===== config.mk =====
export PLATFORM = sky130hd
export DESIGN_NAME = stream_packer
export DESIGN_NICKNAME = d
export VERILOG_FILES = /design/src/rtl/stream_packer.sv
export SDC_FILE = /design/constraint.sdc
export NUM_CORES = 1
export LEC_CHECK = 0
export CAP_MARGIN = 20
export CORE_MARGIN = 2
export CORE_UTILIZATION = 55
export DETAILED_ROUTE_END_ITERATION = 10
export GPL_ROUTABILITY_DRIVEN = 0
export PLACE_DENSITY = 0.91
export SYNTH_ARGS = -nofsm -noshare
export SYNTH_HDL_FRONTEND = slang
export SYNTH_SLANG_ARGS = --single-unit

===== constraint.sdc =====
create_clock -name CLK -period 2.9 [get_ports CLK]
set_input_delay 0.435 -clock CLK [delete_from_list [all_inputs] [get_ports CLK]]
set_output_delay 0.435 -clock CLK [all_outputs]
set_load 0.05 [all_outputs]

===== src/rtl/stream_packer.sv =====
// -----------------------------------------------------------------------------
// stream_packer
//   Packs LANES consecutive DATA_W-bit bytes from a valid/ready byte stream
//   into one LANES*DATA_W-bit word with a byte-enable mask. A single output
//   word register decouples the packer from the downstream stage, so the
//   upstream is only stalled when a word closes while the previous word is
//   still waiting to be taken. Flush_i closes a partial word early.
//
// Ports
//   CLK      rising-edge clock
//   RESET    synchronous, active-high reset
//   Valid_i  upstream byte valid
//   Ready_o  packer can accept a byte this cycle (no path from Valid_i)
//   Data_i   upstream byte
//   Flush_i  close the current word after this cycle's accepted byte (if any)
//   Valid_o  output word valid (registered)
//   Ready_i  downstream accepts the word
//   Data_o   packed word, lane 0 = first byte in the LSBs (registered)
//   Keep_o   byte enables, bit k set when lane k holds real data (registered)
// -----------------------------------------------------------------------------
module stream_packer #(
    parameter int DATA_W = 8,
    parameter int LANES  = 4
) (
    input  logic                     CLK,
    input  logic                     RESET,
    input  logic                     Valid_i,
    output logic                     Ready_o,
    input  logic [DATA_W-1:0]        Data_i,
    input  logic                     Flush_i,
    output logic                     Valid_o,
    input  logic                     Ready_i,
    output logic [DATA_W*LANES-1:0]  Data_o,
    output logic [LANES-1:0]         Keep_o
);

    localparam int                IDX_W    = $clog2(LANES);
    localparam int                WORD_W   = DATA_W * LANES;
    localparam logic [IDX_W-1:0]  LAST_IDX = IDX_W'(LANES - 1);

    logic [IDX_W-1:0]   r_idx;
    logic [WORD_W-1:0]  r_acc;
    logic [LANES-1:0]   r_acc_keep;
    logic               r_valid_o;
    logic [WORD_W-1:0]  r_data_o;
    logic [LANES-1:0]   r_keep_o;

    logic               w_last_lane;
    logic               w_can_load;
    logic               w_ready;
    logic               w_xfer_in;
    logic               w_close;
    logic [WORD_W-1:0]  w_acc_merged;
    logic [LANES-1:0]   w_keep_merged;

    // Handshake qualifiers and the accumulator view including this cycle's byte
    always_comb begin
        w_last_lane   = (r_idx == LAST_IDX);
        // The output register can take a new word if it is empty or being drained.
        w_can_load    = !r_valid_o || Ready_i;
        // A close is only possible on the last lane or with a flush; Valid_i is
        // deliberately not used so Ready_o never depends on it.
        w_ready       = !(w_last_lane || Flush_i) || w_can_load;
        w_xfer_in     = Valid_i && w_ready;
        // Flush-only closes (no byte) still need room in the output register.
        w_close       = w_can_load &&
                        ((w_xfer_in && w_last_lane) ||
                         (Flush_i && ((r_acc_keep != {LANES{1'b0}}) || w_xfer_in)));
        w_acc_merged  = r_acc;
        w_keep_merged = r_acc_keep;
        for (int k = 0; k < LANES; k++) begin
            w_acc_merged[k*DATA_W +: DATA_W] =
                (w_xfer_in && (r_idx == IDX_W'(k))) ? Data_i : r_acc[k*DATA_W +: DATA_W];
            w_keep_merged[k] =
                (w_xfer_in && (r_idx == IDX_W'(k))) ? 1'b1 : r_acc_keep[k];
        end
    end

    // Accumulator, lane index and output word register
    always_ff @(posedge CLK) begin
        if (RESET) begin
            r_idx      <= {IDX_W{1'b0}};
            r_acc      <= {WORD_W{1'b0}};
            r_acc_keep <= {LANES{1'b0}};
            r_valid_o  <= 1'b0;
            r_data_o   <= {WORD_W{1'b0}};
            r_keep_o   <= {LANES{1'b0}};
        end else if (w_close) begin
            // Unwritten lanes are already zero in the accumulator.
            r_data_o   <= w_acc_merged;
            r_keep_o   <= w_keep_merged;
            r_valid_o  <= 1'b1;
            r_acc      <= {WORD_W{1'b0}};
            r_acc_keep <= {LANES{1'b0}};
            r_idx      <= {IDX_W{1'b0}};
        end else begin
            if (r_valid_o && Ready_i) begin
                r_valid_o <= 1'b0;
            end else begin
                r_valid_o <= r_valid_o;
            end
            if (w_xfer_in) begin
                r_acc      <= w_acc_merged;
                r_acc_keep <= w_keep_merged;
                r_idx      <= r_idx + IDX_W'(1);
            end else begin
                r_acc      <= r_acc;
                r_acc_keep <= r_acc_keep;
                r_idx      <= r_idx;
            end
        end
    end

    assign Ready_o = w_ready;
    assign Valid_o = r_valid_o;
    assign Data_o  = r_data_o;
    assign Keep_o  = r_keep_o;

endmodule


==> results.cfg, run 1 <==
[worst_setup_path]
path_buf_inv = 2
rrSetupSlack_ns = 1.01
startpoint = Ready_i
crit_arrival_ns = 1.66
worst-path-stages = 4
critPathMaxStageDelay_ns = 0.41
cp.required_ns = 2.47
cp-start-kind = input port
worstSetupPathType = input port to output pin
crit_chain = clkdlybuf4s50_1 -> nor2b_1 -> nand2_1 -> buf_4
rr_endpoint = Data_o[9]
cp_max_fo = 5
cp_slowest_cell = clkdlybuf4s50_1
rr_worst_depth = 6
path_delay_family = buffers and inverters
crit_path_end_kind = output pin
worstReg2RegStart = r_idx[0]

[timing]
period_needed_ns = 2.09
relSlewSlack_pct = 64.4
grt_setup_unrepaired = no
report.final.setup_viol = 0
slew_violations = 0
tns_ns = 0
max_clock_freq_ghz = 0.478
whs_ns = 0.495
post-route-period-util_pct = 72.2
fin_skew_ns = 0.00659
worstMarginPinSlew_ns = 0.534
hold_viol = 0

[floorplanning]
die_height_um = 74.4
std_cell_rows = 25
die_w_um = 74.4
io_pins = 51
dieArea_mm2 = 0.00553
core_area_mm2 = 0.00475
start_util_pct = 57.3

[finish]
n_fill_cell = 376
nets = 332
final_cell_mix = dfxtp_1, nor2_1, clkdlybuf4s50_1, a211oi_1, mux2i_1
area_growth_pct = 25.1
n_antenna_cell = 0
multi_input_area_mm2 = 0.00112
seqCellArea_mm2 = 0.00150
instances_no_fill = 385
drive_above_1_share_pct = 12.3
final_common_cell = dfxtp_1

[global_route]
grtUsageTotal_pct = 21.7
overflow = 0
grt_pass1_vias = 1842
antenna_found_initial = 0
grt_first_pass_wirelength_um = 8630
grt_max_degree = 73

[cts]
cts_setup_buffers = 0
root_buffer = clkbuf_8
cts-resized-gates = 0
clock_path_buffers = 2
cts_tree = yes
cts_max_level = 3
clock_latency_ns = 0.34
clkTransAtPathRegs_ns = 0.06
cts_buffers = 9
hold_buffers = 0
clock_sinks = 75

[logic_synthesis]
yosys_warnings = 0
synth_seq_cells = 75
syn-num-nets = 284
yosysSeqAreaShare_pct = 55.1
postSynthAreaPerCell_um2 = 10.2
synthesis.area_mm2 = 0.00272
postSynthCellCount = 267
yosysUniqueCellTypes = 24

[drt]
post_drt_via_cell_ratio = 5.13
route.detailed.drc = 0
wire_per_inst_um = 14.0
final_antenna_net_count = 0
routed_wl_um = 5400
drt-initial-drc-count = 102
drt-pass1-iter-count = 4
vias = 1976

[placed_design]
dp_cells = 371
io_buffer_count = 50
dp_hpwl_um = 3560

[hold_path]
min_from = Data_o[31]
hold_path.class = flip-flop to flip-flop
hold_depth = 2
hold_end = Data_o[31]

[power_and_ir_drop]
peakVddDrop_uv = 381
leakage_nw = 1.18
power.density_mw_per_mm2 = 681

[outcome]
outcome = finished, final reports clean

[flow_run]
maxCapViolations = 0
-- where the power goes --
group          switching [mW]  internal [mW]  leakage (nW)
logic                   0.361          0.186         0.500
registers              0.0349           1.10         0.613
clock network           0.333          0.303        0.0706
total                   0.728           1.59          1.18
-- registers in the layout (all words and copies together) (netlist names) --
name and count:
r_acc 32, r_idx 2, Valid_o 1, r_acc_keep 4
Data_o 32, Keep_o 4
-- synthesized netlist by cell type, drive strengths merged --
cell type	n	area (um^2)
a31oi	1	6.26
buf	11	75.1
or2	2	12.5
nand3	1	5.00
a21oi	5	28.8
ha	4	50.1
nand2	5	18.8
inv	2	7.51
nor2b	1	6.26
and3	1	6.26
dfxtp	75	1500
o41ai	1	16.3
a211oi	36	270
mux2i	32	320
o21ai	2	10.0
xnor2	1	8.76
nor2	78	343
clkbuf	8	30.0
nand2b	1	6.26
-- worst max-delay path by stage --
stage | endpoint | slack (ns)
6_report | Ready_o | 0.81
5_1_grt | Ready_o | 0.76
4_1_cts | Ready_o | 0.83
3_5_place_dp | r_acc[29] | 0.67
3_3_place_gp | Data_o[9] | 0.69
2_1_floorplan | Ready_o | 1.13
-- metal layers --
layer / GRT usage [%] / vias up / share of wire, %
met5: 0 / - / 0
met4: 14.1 / 0 / 2.9
met3: 4.47 / 12 / 4.8
met2: 34.1 / 54 / 46
met1: 27.3 / 891 / 46
li1: - / 1019 / -
-- through the flow --
| stage | instance area [um^2] | setup WS (ns) | power (mW) | util, % |
|---|---|---|---|---|
| after global placement | 3260 | 0.693 | 1.70 | 68.7 |
| after floorplan | 2720 | 1.13 | 1.54 | - |
| final | 3410 | 0.807 | 2.32 | 71.7 |
| after global routing | 3410 | 0.760 | 2.42 | 71.7 |
| after detailed placement | 3260 | 0.669 | 1.71 | 68.7 |
| after CTS | 3410 | 0.826 | 2.33 | 71.7 |
-- worst register-to-register path: stages, from the launching register on --
cell and delay, ns:
dfxtp_1 0.34, ha_1 0.24, or2_2 0.34, a21oi_1 0.16, buf_4 0.23, mux2i_1 0.34
a211oi_1 0.12
-- cell families (layout without fill, tap and decap cells) --
| logic type | count (synthesis) | in the layout | synth area share (%) |
|---|---|---|---|
| mux | 32 | 32 | 11.8 |
| fa+ha+maj | 4 | 4 | 1.84 |
| buf+inv | 21 | 72 | 4.14 |
| simple gates | 89 | 89 | 14.6 |
| flops | 75 | 75 | 55.1 |
| compound gates | 45 | 45 | 12.2 |
| xor+xnor | 1 | 1 | 0.322 |
-- area by class of cell --
cell class / instances / area share [%]
multi-input combinational: 171 / 32.8
sequential: 75 / 44.1
inverter: 2 / 0.220
tap: 67 / 2.46
timing repair buffer: 56 / 16.3
clock buffer: 14 / 4.19
Note: power is estimated with default switching activity, not from simulation.
==> run 2: changes to the inputs <==
CORE_UTILIZATION = 51   (was 55)
PLACE_DENSITY = 0.85   (was 0.91)
clock period = 2.1 ns   (was 2.9 ns; I/O delays follow)
==> run 2 against run 1 <==
Effect of this change:
- setup slack worse by 0.62 ns
- count of clock-buffer cells in the layout shrank 4
- routed wire length up 4.4%
- first-iteration DRC count decreased by 18%
- clock power rose by 75%
- critical path type is now flip-flop to flip-flop
- non-clock buffer count rose by 7
==> results.cfg, run 2 (synthesis results as in run 1) <==
[cts]
clock_path_buffers = 2
cts-resized-gates = 0
cts_setup_buffers = 0
hold_buffers = 0
clock_latency_ns = 0.35
cts_buffers = 9
clock_sinks = 75
cts_tree = yes
clkTransAtPathRegs_ns = 0.07
root_buffer = clkbuf_8
cts_max_level = 3

[global_route]
grtUsageTotal_pct = 20.4
antenna_found_initial = 0
grt_first_pass_wirelength_um = 9280
overflow = 0
grt_pass1_vias = 1912
grt_max_degree = 41

[finish]
n_fill_cell = 438
drive_above_1_share_pct = 16.2
final_util_pct = 69.5
n_antenna_cell = 0
final_common_cell = dfxtp_1
final_cell_mix = dfxtp_1, nor2_1, clkdlybuf4s50_1, a211oi_1, mux2i_1
finalInstanceArea_mm2 = 0.00357
area_growth_pct = 31.3
nets = 339

[power_and_ir_drop]
total_power_mw = 3.46
p_seq_share_pct = 45.4
comb_power_share_pct = 22.6
peakVddDrop_uv = 544
leakage_nw = 1.27
p_sw_mw = 1.08
p_int_mw = 2.38
swShare_pct = 31.2
power_frac_clock_pct = 32.0
power.density_mw_per_mm2 = 968

[floorplanning]
start_util_pct = 53.0
dieArea_mm2 = 0.00594
io_pins = 51
die_height_um = 77.1
core_area_mm2 = 0.00514
die_w_um = 77.1
std_cell_rows = 26

[hold_path]
hold_depth = 2
hold_path.class = flip-flop to flip-flop
hold_end = Keep_o[0]
min_from = Keep_o[0]

[drt]
route.detailed.drc = 0
final_antenna_net_count = 0
wire_per_inst_um = 14.2
route.met2.wl_um = 2760
dr_wl_met3_um = 224
vias = 2043
drt-initial-drc-count = 84
drt-pass1-iter-count = 4
drt-met1-wl_um = 2500
routed_wl_um = 5630
top_layer = met4
post_drt_via_cell_ratio = 5.15

[worst_setup_path]
critPathMaxStageDelay_ns = 0.34
cp_max_fo = 6
rr_endpoint = Data_o[23]
crit_arrival_ns = 2.14
worstSetupPathType = flip-flop to flip-flop
cp-start-kind = flip-flop
cp_slowest_cell = dfxtp_1
rrSetupSlack_ns = 0.19
rr_worst_depth = 6
path_buf_inv = 1
worstReg2RegStart = r_idx[0]
crit_path_end_kind = flip-flop
crit_chain = ha_1 -> or2_2 -> a21oi_1 -> buf_4 -> mux2i_1 -> a211oi_1
cp.required_ns = 2.32
path_delay_family = compound AO/OA/AOI/OAI gates

[timing]
grt_setup_unrepaired = no
tns_ns = 0
whs_ns = 0.499
relSlewSlack_pct = 66.6
worstMarginPinSlew_ns = 0.499
slew_violations = 0
period_needed_ns = 1.91
post-route-period-util_pct = 91.0
max_clock_freq_ghz = 0.523
report.final.setup_viol = 0
hold_viol = 0
fin_skew_ns = 0.0122

[flow_run]
maxCapViolations = 0

[placed_design]
place_area_mm2 = 0.00337
dp_hpwl_um = 3910
io_buffer_count = 50

[outcome]
outcome = finished, final reports clean
-- run 2: layout make-up --
class,instances,area [um^2],area share (%)
clock buffer,10,138,3.85
clock inverter,6,65.1,1.82
inverter,2,7.51,0.210
multi-input combinational,171,1120,31.2
sequential,75,1500,42.0
tap,70,87.6,2.45
timing repair buffer,63,658,18.4
-- run 2: stage by stage --
step                setup slack [ns]  instances
global placement              0.0738        381
finish                         0.188        397
detailed placement            0.0338        381
global route                  0.0891        397
CTS                            0.183        397
floorplan                      0.344        267
-- run 2: power groups by stage --
stage / Clock, mW / Sequential [mW] / Combinational (mW)
floorplan: 0 / 1.86 / 0.266
global route: 1.18 / 1.58 / 0.834
global placement: 0 / 1.60 / 0.772
CTS: 1.13 / 1.57 / 0.790
finish: 1.11 / 1.57 / 0.783
detailed placement: 0 / 1.60 / 0.787
-- run 2: how the worst max path moves through the flow --
| stage | startpoint | depth (start not counted) | endpoint | slack [ns] |
|---|---|---|---|---|
| 6_report | r_idx[0] | 6 | Data_o[23] | 0.19 |
| 5_1_grt | r_idx[0] | 6 | Data_o[23] | 0.09 |
| 4_1_cts | r_idx[0] | 6 | Data_o[19] | 0.18 |
| 3_5_place_dp | Flush_i | 6 | Data_o[23] | 0.03 |
| 3_3_place_gp | Flush_i | 6 | Data_o[23] | 0.07 |
| 2_1_floorplan | Valid_o | 6 | r_acc[24] | 0.34 |
-- run 2: routing by layer --
| layer | vias to the layer above | global-route usage [%] |
|---|---|---|
| li1 | 1028 | - |
| met1 | 956 | 25.1 |
| met2 | 42 | 32.9 |
| met3 | 17 | 4.35 |
| met4 | 0 | 12.0 |
| met5 | - | 0 |
-- run 2: tightest hold or removal path: cells and delay by family (launching register included) --
kind	cells	cell delay [ns]
AND/OR/NAND/NOR	1	0.09
AO/OA/AOI/OAI	1	0.05
flip-flops	1	0.31
==> edit: new RTL, settings of run 1 <==
The parameter `LANES` goes from 4 to 8.
--- a/src/rtl/stream_packer.sv
+++ b/src/rtl/stream_packer.sv
@@ -20,7 +20,7 @@
 // -----------------------------------------------------------------------------
 module stream_packer #(
     parameter int DATA_W = 8,
-    parameter int LANES  = 4
+    parameter int LANES  = 8
 ) (
     input  logic                     CLK,
     input  logic                     RESET,
Interface: changed (resized Data_o and Keep_o); port bits go from 51 to 87. No check against the original RTL was run, so the function may have changed too.
==> edit against run 1 <==
  * Sequential cell count increased by 73
  * Final area increased by 92%
  * Wire length increased by 140%
  * Die area increased by 81%
  * Worst setup slack got worse by 0.48 ns
  * Via count increased by 94%
  * Highest routed layer unchanged
  * Power increased by 94%
  * Synthesized area increased by 86%
  * Sequential share of layout area increased by 1.3 points
==> edit: results (changes against run 1) <==
register area share after synthesis - 58.37% (was 55.15%)
FF-to-FF setup slack - 0.33 ns (was 1.01 ns)
maximum fanout along the worst path - 45 (was 5)
Leak - 2.309 nW (was 1.183 nW)
share of layout cells above drive strength 1 - 9.242% (was 12.26%)
leading post-synthesis cells by cell area - dfxtp_1 (58%), mux2i_1 (13%), o2bb2ai_1 (12%) (was dfxtp_1 (55%), mux2i_1 (12%), a211oi_1 (9.9%))
Mean Syn Cell Area - 11.26 sq um (was 10.20 sq um)
cts bufs inserted - 17 (was 9)
post-synth cell types - 28 (was 24)
nets - 547 (was 332)
status - finished clean (unchanged)
Slew HR - 54.32% (was 64.37%)
clk_lat worst skew - 0.53 ns (was 0.34 ns)
DP HPWL - 7.506 mm (was 3.555 mm)
Worst R2R End - r_acc_keep[5] (was Data_o[9])
WL/cell - 20.09 microns (was 14.02 microns)
vias in the first global route - 3954 (was 1842)
Clock transition at path regs - 0.07 ns
Worst Path Arrival - 3.03 ns (was 1.66 ns)
initial drt markers - 281 (was 102)
clk root buf - clkbuf_8 (unchanged)
crit path from - r_idx[0] (was Ready_i)
DRT Wirelength - 13.10 mm (was 5.399 mm)
peak supply drop - 0.0005719 V (was 0.0003810 V)
placed cell count - 620 (was 371)
Vias - 3840 (was 1976)
drt first pass iters - 5 (was 4)
crit path kind - register to register (was primary input to output port)
synth cell count leaders - dfxtp_1 (148), nor2_1 (83), o2bb2ai_1 (72) (was dfxtp_1 (75), nor2_1 (58), a211oi_1 (36))
port bufs - 86 (was 50)
first-pass GRT wire length - 20.96 mm (was 8.625 mm)
worst reg2reg path depth - 7 (was 6)
Area after DPL - 5987 sq um (was 3264 sq um)
syn_nets - 470 (was 284)
Clock Skew - 0.01235 ns (was 0.006591 ns)
H-tree level count - 4 (was 3)
[edit: area by class of cell]
type | count | area (sq um)
Timing Repair Buffer | 99 | 980.9
Tap cell | 111 | 138.9
Inverter | 4 | 15.01
Multi-Input combinational cell | 258 | 1889
Sequential cell | 148 | 2963
Fill cell | 599 | 2575
Clock inverter | 14 | 118.9
Clock buffer | 18 | 427.9
[edit: power by group through the flow]
stage	clock [mW]	sequential (mW)	combinational [mW]
after floorplan	0	2.19	0.213
after global placement	0	2.13	0.363
after detailed placement	0	2.14	0.375
after CTS	2.03	2.09	0.384
after global routing	2.11	2.10	0.409
final	2.01	2.09	0.390
[edit: worst min-delay path by stage]
stage                   from            end  slack [ns]  cells after the start
2_1_floorplan  r_acc_keep[7]  r_acc_keep[7]        0.45                      2
5_1_grt           Data_o[22]     Data_o[22]        0.48                      1
3_3_place_gp       Keep_o[3]      Keep_o[3]        0.45                      1
3_5_place_dp      Data_o[32]     Data_o[32]        0.45                      1
4_1_cts           Data_o[56]     Data_o[56]        0.47                      1
6_report          Data_o[12]     Data_o[12]        0.46                      1
[edit: layer usage]
metal	wire length (microns)	global-route usage, %	vias up	part of all wire (%)
met4	493	13.07	0	3.8
met1	5459	33.27	1858	42
met5	0	0	-	0
met3	784	8.148	54	6.0
li1	-	-	1741	-
met2	6361	44.80	187	49
[edit: logic make-up after synthesis]
kind of cell | count (synthesis) | synth area share [%]
mux | 65 | 12.82
buf+inv | 45 | 4.757
flops | 148 | 58.37
xor+xnor | 1 | 0.1726
simple gates | 101 | 8.479
fa+ha+maj | 6 | 1.479
compound gates | 85 | 13.93
[edit: worst max-delay path: stages (launching register included)]
cell	delay, ns
dfxtp_1	0.36
ha_1	0.25
ha_1	0.23
or2_1	0.37
and3_4	0.27
or3_4	0.60
buf_12	0.26
nor2_1	0.14
[edit: metrics by stage]
step | setup WS (ns) | power [mW]
after floorplan | 0.8200 | 2.403
after global placement | 0.4643 | 2.497
after detailed placement | 0.4130 | 2.511
after CTS | 0.3824 | 4.504
after global routing | 0.2528 | 4.616
final | 0.3304 | 4.493
